--- src/rtl/uart_speed_rx_pkg.sv ---
// rtl/uart_speed_rx_pkg.sv - shared constants and state encodings for the speed record receiver
// Contents:
//   HDR_BYTE      record header byte
//   TIMEOUT_BITS  inter-byte timeout, in bit times
//   byte_state_t  byte receiver states
//   pkt_state_t   record parser states
//   rec_chk()     expected checksum byte for a HI/LO pair
package uart_speed_rx_pkg;

  localparam logic [7:0] HDR_BYTE     = 8'hA5;
  localparam int         TIMEOUT_BITS = 40;

  typedef enum logic [1:0] {
    IDLE,
    START,
    DATA,
    STOP
  } byte_state_t;

  typedef enum logic [1:0] {
    WAIT_HDR,
    GET_HI,
    GET_LO,
    GET_CHK
  } pkt_state_t;

  function automatic logic [7:0] rec_chk(input logic [7:0] hi, input logic [7:0] lo);
    return HDR_BYTE ^ hi ^ lo;
  endfunction

endpackage

--- src/rtl/uart_rx_byte.sv ---
// rtl/uart_rx_byte.sv - 8N1 UART byte receiver with input synchronizer
// Ports:
//   clk          system clock, rising edge
//   reset        synchronous active-high reset
//   rx           asynchronous serial line, idle high
//   data         last received byte, valid while byte_strobe is high
//   byte_strobe  one-cycle pulse, good stop bit
//   stop_err     one-cycle pulse, stop bit sampled low
module uart_rx_byte
  import uart_speed_rx_pkg::*;
#(
  parameter int CLKS_PER_BIT = 5208
) (
  input  logic       clk,
  input  logic       reset,
  input  logic       rx,
  output logic [7:0] data,
  output logic       byte_strobe,
  output logic       stop_err
);

  localparam int              CW      = $clog2(CLKS_PER_BIT + 1);
  localparam logic [CW-1:0]   HALF_M1 = CW'(CLKS_PER_BIT / 2 - 1);
  localparam logic [CW-1:0]   FULL_M1 = CW'(CLKS_PER_BIT - 1);

  logic          sync1_q, sync2_q, prev_q;
  byte_state_t   state_q;
  logic [CW-1:0] baud_cnt_q;
  logic [2:0]    bit_cnt_q;
  logic [7:0]    shift_q;
  logic          strobe_q, err_q;

  always_ff @(posedge clk) begin
    if (reset) begin
      sync1_q    <= 1'b1;
      sync2_q    <= 1'b1;
      prev_q     <= 1'b1;
      state_q    <= IDLE;
      baud_cnt_q <= '0;
      bit_cnt_q  <= '0;
      shift_q    <= '0;
      strobe_q   <= 1'b0;
      err_q      <= 1'b0;
    end else begin
      sync1_q  <= rx;
      sync2_q  <= sync1_q;
      prev_q   <= sync2_q;
      strobe_q <= 1'b0;
      err_q    <= 1'b0;
      case (state_q)
        IDLE: begin
          baud_cnt_q <= '0;
          bit_cnt_q  <= '0;
          // Only a real high-to-low transition starts a byte, so a line held
          // low after a framing error does not retrigger.
          if (prev_q && !sync2_q) state_q <= START;
        end
        START: begin
          if (baud_cnt_q == HALF_M1) begin
            baud_cnt_q <= '0;
            state_q    <= sync2_q ? IDLE : DATA;
          end else begin
            baud_cnt_q <= baud_cnt_q + 1'b1;
          end
        end
        DATA: begin
          if (baud_cnt_q == FULL_M1) begin
            baud_cnt_q <= '0;
            shift_q    <= {sync2_q, shift_q[7:1]};
            bit_cnt_q  <= bit_cnt_q + 1'b1;
            if (bit_cnt_q == 3'd7) state_q <= STOP;
          end else begin
            baud_cnt_q <= baud_cnt_q + 1'b1;
          end
        end
        STOP: begin
          if (baud_cnt_q == FULL_M1) begin
            baud_cnt_q <= '0;
            strobe_q   <= sync2_q;
            err_q      <= !sync2_q;
            state_q    <= IDLE;
          end else begin
            baud_cnt_q <= baud_cnt_q + 1'b1;
          end
        end
        default: state_q <= IDLE;
      endcase
    end
  end

  assign data        = shift_q;
  assign byte_strobe = strobe_q;
  assign stop_err    = err_q;

endmodule

--- src/rtl/uart_speed_rx.sv ---
// rtl/uart_speed_rx.sv - decodes 4-byte speed records (A5, HI, LO, CHK) from a UART line
// Ports:
//   clk             system clock, rising edge
//   reset           synchronous active-high reset
//   serial_data_in  asynchronous UART line, 8N1, idle high
//   speed           last valid speed, held between records
//   speed_valid     one-cycle pulse when speed updates
//   frame_err       one-cycle pulse on a bad stop bit
//   chk_err         one-cycle pulse on a checksum mismatch
module uart_speed_rx
  import uart_speed_rx_pkg::*;
#(
  parameter int SYS_FREQ    = 50000000,
  parameter int BAUD        = 9600,
  parameter int WIDTH_SPEED = 14
) (
  input  logic                   clk,
  input  logic                   reset,
  input  logic                   serial_data_in,
  output logic [WIDTH_SPEED-1:0] speed,
  output logic                   speed_valid,
  output logic                   frame_err,
  output logic                   chk_err
);

  localparam int            CLKS_PER_BIT = SYS_FREQ / BAUD;
  localparam int            TIMEOUT_CLKS = TIMEOUT_BITS * CLKS_PER_BIT;
  localparam int            TW           = $clog2(TIMEOUT_CLKS + 1);
  localparam logic [TW-1:0] TIMEOUT_M1   = TW'(TIMEOUT_CLKS - 1);

  logic [7:0] rx_data;
  logic       byte_strobe, stop_err;

  uart_rx_byte #(
    .CLKS_PER_BIT(CLKS_PER_BIT)
  ) u_rx_byte (
    .clk        (clk),
    .reset      (reset),
    .rx         (serial_data_in),
    .data       (rx_data),
    .byte_strobe(byte_strobe),
    .stop_err   (stop_err)
  );

  pkt_state_t             state_q;
  logic [7:0]             hi_q, lo_q;
  logic [TW-1:0]          tmo_q;
  logic [WIDTH_SPEED-1:0] speed_q;
  logic                   valid_q, ferr_q, cerr_q;

  always_ff @(posedge clk) begin
    if (reset) begin
      state_q <= WAIT_HDR;
      hi_q    <= '0;
      lo_q    <= '0;
      tmo_q   <= '0;
      speed_q <= '0;
      valid_q <= 1'b0;
      ferr_q  <= 1'b0;
      cerr_q  <= 1'b0;
    end else begin
      valid_q <= 1'b0;
      ferr_q  <= 1'b0;
      cerr_q  <= 1'b0;
      if (stop_err) begin
        ferr_q  <= 1'b1;
        state_q <= WAIT_HDR;
        tmo_q   <= '0;
      end else if (byte_strobe) begin
        tmo_q <= '0;
        case (state_q)
          WAIT_HDR: if (rx_data == HDR_BYTE) state_q <= GET_HI;
          GET_HI: begin
            hi_q    <= rx_data;
            state_q <= GET_LO;
          end
          GET_LO: begin
            lo_q    <= rx_data;
            state_q <= GET_CHK;
          end
          GET_CHK: begin
            // Checksum covers all of HI, including the two bits dropped from speed.
            if (rx_data == rec_chk(hi_q, lo_q)) begin
              speed_q <= WIDTH_SPEED'({hi_q[5:0], lo_q});
              valid_q <= 1'b1;
            end else begin
              cerr_q <= 1'b1;
            end
            state_q <= WAIT_HDR;
          end
          default: state_q <= WAIT_HDR;
        endcase
      end else if (state_q != WAIT_HDR) begin
        // A stalled record is abandoned quietly.
        if (tmo_q == TIMEOUT_M1) begin
          state_q <= WAIT_HDR;
          tmo_q   <= '0;
        end else begin
          tmo_q <= tmo_q + 1'b1;
        end
      end else begin
        tmo_q <= '0;
      end
    end
  end

  assign speed       = speed_q;
  assign speed_valid = valid_q;
  assign frame_err   = ferr_q;
  assign chk_err     = cerr_q;

endmodule

--- config.mk ---
export PLATFORM = sky130hd
export DESIGN_NAME = uart_speed_rx
export DESIGN_NICKNAME = d
export VERILOG_FILES = /design/src/rtl/uart_speed_rx_pkg.sv /design/src/rtl/uart_rx_byte.sv /design/src/rtl/uart_speed_rx.sv
export SDC_FILE = /design/constraint.sdc
export NUM_CORES = 1
export LEC_CHECK = 0
export ABC_CLOCK_PERIOD_IN_PS = 2500
export BUFFER_PORTS_ARGS = -buffer_cell sky130_fd_sc_hd__buf_4
export CAP_MARGIN = 30
export CORE_MARGIN = 1
export CORE_UTILIZATION = 45
export CTS_CLUSTER_DIAMETER = 100
export CTS_CLUSTER_SIZE = 40
export DETAILED_ROUTE_END_ITERATION = 8
export GPL_TIMING_DRIVEN = 0
export PLACE_DENSITY_LB_ADDON = 0.2
export SKIP_LAST_GASP = 1
export SLEW_MARGIN = 0
export SYNTH_ARGS = -nofsm -noshare
export SYNTH_HDL_FRONTEND = slang
export SYNTH_HIERARCHICAL = 1
export SYNTH_SLANG_ARGS = --single-unit
--- constraint.sdc ---
create_clock -name clk -period 2.5 [get_ports clk]
set_clock_uncertainty 0.1 [all_clocks]
set_input_delay 0.125 -clock clk [delete_from_list [all_inputs] [get_ports clk]]
set_output_delay 0.125 -clock clk [all_outputs]
set_load 0.02 [all_outputs]
==> flow_metrics.tcl, run 1 <==
set metrics [dict create \
    met3_usage 0.0491 \
    ioPinCount 20 \
    antenna_found_initial 0 \
    die_x_um 94.9 \
    root_buffer "clkbuf_8" \
    finalHoldViolCount 0 \
    ff2ff_path_depth 4 \
    start_util 0.468 \
    met1_usage 0.214 \
    vias 2741 \
    fin_crit_ns 2.37 \
    cts.sinks 84 \
    worstHoldPathCells 1 \
    cts_tree "yes" \
    r2r_slack_ns 0.13 \
    grt_max_degree 16 \
    synth-seq-area-share 0.433 \
    syn_nets 402 \
    path_class "reg2reg" \
    hold-worst-slack_ns 0.320 \
    yosys_warnings 6 \
    drv_slew 0 \
    io_buffers 19 \
    drt-initial-drc-count 122 \
    std_cell_rows 33 \
    htree_levels 3 \
    synthTopCellsByArea "dfxtp_1 43%, mux2i_1 10%, nand2b_1 6.3%" \
    startpoint "u_rx_byte/data[0]" \
    rsz0062_at_grt "false" \
    ant_nets 0 \
    synthFlopType "dfxtp_1" \
    clkTransAtPathRegs_ns 0.09 \
    drc 0 \
    crit_path_end_kind "flop" \
    p_seq_frac 0.576 \
    antennaDiodeCount 0 \
    tightest_slew_ns 0.646 \
    r2r-start "u_rx_byte/data[0]" \
    finalSetupViolations 0 \
    cp-start-kind "flop" \
    ys_seq_elements 84 \
    drive_above_1_share 0.155 \
    synth_top_area_frac 0.433 \
    fin_crit_sh 0.949 \
    clock_power_share 0.366 \
    crit_end "state_q[1]" \
    r2r-end "state_q[1]" \
    clk_path_buf_depth 2 \
    dieHeight_um 94.9 \
    required_ns 2.66 \
    maxCapViolations 0 \
    dp_hpwl_um 4980 \
    wire_per_inst_um 12.8 \
    drt-total-wl_um 6860 \
    cts-buffers-inserted 9 \
    syn_area_sq_mm 0.00388 \
    dieArea_sq_mm 0.00900 \
    p_per_area_mw_per_mm2 539 \
    fmax_mhz 422 \
    synth_top_area_cell "dfxtp_1" \
    drt-vias-per-instance 5.09 \
    grt.total_usage 0.170 \
    busiest_layer "met2" \
    fin_util 0.530 \
    vdd_ir_drop_max_mv 0.260 \
    grt-ovfl-total 0 \
    switching_share 0.248 \
    internal_power_w 0.00179 \
    slew_headroom 0.569 \
    ys_async_sr_fraction 0 \
    clk_latency_ns 0.35 \
    syn_inst 391 \
    p_leak_nw 1.70 \
    core_area_sq_mm 0.00830 \
    final_nets 439 \
    grt_pass1_vias 2541 \
    combPwrFrac 0.058 \
    hold_class "reg2reg" \
    arrival_ns 2.53 \
    grt_use_met2 0.281 \
    synth-edff-count 0 \
    outcome "finished clean" \
    firstDrtPassIters 4 \
    crit_fanout 5 \
    switchingPower_w 0.000587 \
    yosys.cell_types.count 54 \
    place.gp.congestion 0.770 \
    avgSynthCellArea_sq_um 9.93 \
    grt_first_pass_wirelength_um 11800 \
    syn_to_final_growth_pct 13.3 \
]
## stage by stage
stage / area (sq um) / setup TNS, ns / setup slack (ns) / power (W) / cells
after detailed placement: 4160 / -0.393 / -0.0530 / 0.00152 / 515
after global routing: 4400 / 0 / 0.0118 / 0.00249 / 538
after floorplan: 3880 / 0 / 0.239 / 0.00149 / 391
after CTS: 4350 / 0 / 0.00951 / 0.00240 / 533
final: 4400 / 0 / 0.128 / 0.00237 / 538
after global placement: 4160 / -0.234 / -0.0310 / 0.00152 / 515
## worst max-delay path, cell delays in order (launching register included)
cell      delay (ns)
dfxtp_1         0.42
or4bb_2         0.64
o41ai_1         0.49
mux2_2          0.39
a211oi_1        0.25
## sequential cells by signal (all words and copies together) (netlist names), 2 cells and up, named ones only
signal and flops:
tmo_q 18, speed 14, u_rx_byte/baud_cnt_q 13, hi_q 8, lo_q 8, u_rx_byte/data 8, u_rx_byte/bit_cnt_q 3, state_q 2
## worst min-delay path by stage
stage / to / startpoint / slack [ns]
floorplan: u_rx_byte/sync1_q / serial_data_in / 0.13
CTS: u_rx_byte/sync2_q / u_rx_byte/sync1_q / 0.32
global route: u_rx_byte/sync2_q / u_rx_byte/sync1_q / 0.33
detailed placement: u_rx_byte/sync1_q / serial_data_in / 0.21
global placement: u_rx_byte/sync1_q / serial_data_in / 0.21
finish: u_rx_byte/sync2_q / u_rx_byte/sync1_q / 0.32
## power by group through the flow
stage / sequential, W / combinational, W / clock (W)
2_1_floorplan: 0.00139 / 0.0000932 / 0
3_3_place_gp: 0.00140 / 0.000123 / 0
3_5_place_dp: 0.00140 / 0.000125 / 0
4_1_cts: 0.00137 / 0.000127 / 0.000905
5_1_grt: 0.00137 / 0.000160 / 0.000962
6_report: 0.00137 / 0.000138 / 0.000869
## synth_stat cells (4+ instances only)
cell type / count
nor4_1: 5
nor2_1: 46
or3_1: 5
dfxtp_1: 84
nor2b_1: 8
o21ai_0: 7
clkbuf_1: 11
xor2_1: 9
xnor3_2: 4
mux2i_1: 39
a21oi_1: 6
nand3_1: 14
or2_2: 4
xnor2_1: 12
ha_1: 8
nand4_1: 9
and4_1: 4
nand2b_1: 39
nand2_1: 15
inv_1: 11
## what timing repair did
item                       4_1_cts  5_1_grt
gates resized for setup          0        1
hold buffers                     2        0
setup endpoints to repair       10       20
pin swaps                        1        2
setup buffers                    0        5
hold endpoints to repair         2        0
cloned                           0        0
## cell families after synthesis
logic type	Yosys count	synth area share
XOR/XNOR	29	0.0970
multiplexers	40	0.103
buffers and inverters	29	0.0348
flip-flops	84	0.433
adder cells (fa/ha/maj)	8	0.0258
AND/OR/NAND/NOR	174	0.259
AO/OA/AOI/OAI	27	0.0471
## layout by cell type, fill, tap and decap left out, drive strengths merged, types with 5 or more instances in the layout
cell and count:
nor4 6, inv 13, buf 30, nand2b 39
a21oi 6, ha 8, or3 5, nand4 10
xnor2 12, dfxtp 84, nor2b 8, xnor3 6
nor2 46, clkbuf 22, o21ai 7, nand2 16
xor2 9, nand3 14, mux2i 39
## layout make-up
cell class	count	area [sq um]
clock inverter	6	48.8
multi-input combinational	278	2070
sequential	84	1680
inverter	11	41.3
tap	105	131
buffer	18	93.8
timing repair buffer	26	200
fill	760	3900
clock buffer	10	128
## metal layers
layer  vias up  share of wire
li1       1420              -
met1      1273           0.49
met2        39           0.46
met3         9          0.038
met4         0          0.011
met5         -              0
Note: power is estimated with default switching activity, not from simulation.
==> inputs of run 2 (changes only) <==
GPL_TIMING_DRIVEN = 1   (was 0)
==> run 2 against run 1 <==
Power up 0.90%. Via count down 3.3%. Largest power group unchanged. Worst hold slack worse by 0.17 ns. Critical path type unchanged.
==> flow_metrics.tcl, run 2 (synthesis results as in run 1) <==
set metrics [dict create \
    outcome "finished clean" \
    die_x_um 94.9 \
    wl_met1_um 3410 \
    wl_met3_um 212 \
    core_area_sq_mm 0.00830 \
    drive_above_1_share 0.141 \
    grt_max_degree 69 \
    largest-register "tmo_q" \
    vias 2650 \
    drt-total-wl_um 6580 \
    htree_levels 3 \
    arrival_ns 2.45 \
    slew_headroom 0.623 \
    path_class "reg2reg" \
    post_cts_buffers 0 \
    drt-vias-per-instance 5.13 \
    layout_commonest_cell "dfxtp_1" \
    nFillCells 743 \
    antenna_found_initial 0 \
    required_ns 2.66 \
    final_cell_area_sq_mm 0.00430 \
    ioPinCount 20 \
    fin_setup_tns_ns 0 \
    grt.total_usage 0.164 \
    antennaDiodeCount 0 \
    cts_hold_buf 1 \
    mostFrequentLayoutCells "84 x dfxtp_1, 46 x nor2_1, 39 x nand2b_1, 39 x mux2i_1, 22 x buf_4" \
    place.gp.congestion 0.775 \
    grt_pass1_vias 2414 \
    crit_path_end_kind "flop" \
    io_buffers 19 \
    crit_fanout 5 \
    hold-worst-slack_ns 0.151 \
    root_buffer "clkbuf_8" \
    largest_reg_flops 18 \
    clk_latency_ns 0.34 \
    finalSetupViolations 0 \
    cp-start-kind "flop" \
    std_cell_rows 33 \
    cts.repair.resized 0 \
    place_area_sq_mm 0.00410 \
    cts_tree "yes" \
    dieHeight_um 94.9 \
    maxCapViolations 0 \
    start_util 0.468 \
    rsz0062_at_grt "false" \
    firstDrtPassIters 4 \
    drv_slew 0 \
    vdd_ir_drop_max_mv 0.309 \
    clkTransAtPathRegs_ns 0.08 \
    drt-initial-drc-count 109 \
    fmax_mhz 437 \
    drc 0 \
    fin_crit_ns 2.29 \
    ant_nets 0 \
    r2r_slack_ns 0.21 \
    tightest_slew_ns 0.564 \
    final_nets 419 \
    fin_crit_sh 0.915 \
    grt_first_pass_wirelength_um 11400 \
    finalHoldViolCount 0 \
    wire_per_inst_um 12.7 \
    dp_hpwl_um 4520 \
    clk_path_buf_depth 2 \
    syn_to_final_growth_pct 10.7 \
    top_layer "met4" \
    cts-buffers-inserted 9 \
    wl_met2_um 2870 \
    hold_class "in2reg" \
    p_leak_nw 1.62 \
    dieArea_sq_mm 0.00900 \
    cts.sinks 84 \
    fin_util 0.518 \
    p_per_area_mw_per_mm2 557 \
    grt-ovfl-total 0 \
]
[run 2: cell count changes in the layout (fill, tap and decap cells not counted), moves of 2 or more]
cell / delta
clkbuf_1: -11
buf_4: -4
buf_2: -2
buf_6: -2
clkinv_2: +2
clkinvlp_4: -2
[run 2: layout make-up]
cell class,count,area (sq um),area share
Clock buffer,10,128,0.0297
Sequential cell,84,1680,0.391
Inverter,11,41.3,0.00961
Clock inverter,5,53.8,0.0125
Tap cell,105,131,0.0306
Multi-Input combinational cell,278,2060,0.481
Timing Repair Buffer,24,195,0.0454
[run 2: worst max-delay path: stages (launching register included)]
cell and delay, ns:
dfxtp_1 0.41, or4bb_2 0.63, o41ai_1 0.46, mux2_2 0.39
a211oi_1 0.22
[run 2: path summary, 6_finish.rpt]
path | startpoint | end | depth (start not counted)
setup / recovery | u_rx_byte/data[0] | state_q[1] | 4
hold / removal | reset | lo_q[7] | 2
setup reg to reg | u_rx_byte/data[0] | state_q[1] | 4
hold reg to reg | u_rx_byte/sync1_q | u_rx_byte/sync2_q | 1
[run 2: per-layer routing]
metal,global-route usage,vias up
met5,0,-
met4,0.0720,0
met3,0.0435,7
met2,0.256,34
met1,0.211,1224
li1,-,1385
[run 2: stage by stage]
stage | setup slack [ns] | total power, W | cells
CTS | 0.223 | 0.00243 | 517
finish | 0.212 | 0.00239 | 517
floorplan | 0.239 | 0.00149 | 391
global placement | 0.280 | 0.00151 | 501
detailed placement | 0.235 | 0.00152 | 501
global route | 0.0262 | 0.00250 | 517
[run 2: report_power, final]
group	switching [W]	total, W	internal, W
Sequential	0.0000160	0.00137	0.00135
Combinational	0.0000671	0.000118	0.0000506
Clock	0.000456	0.000909	0.000453
Total	0.000539	0.00239	0.00186
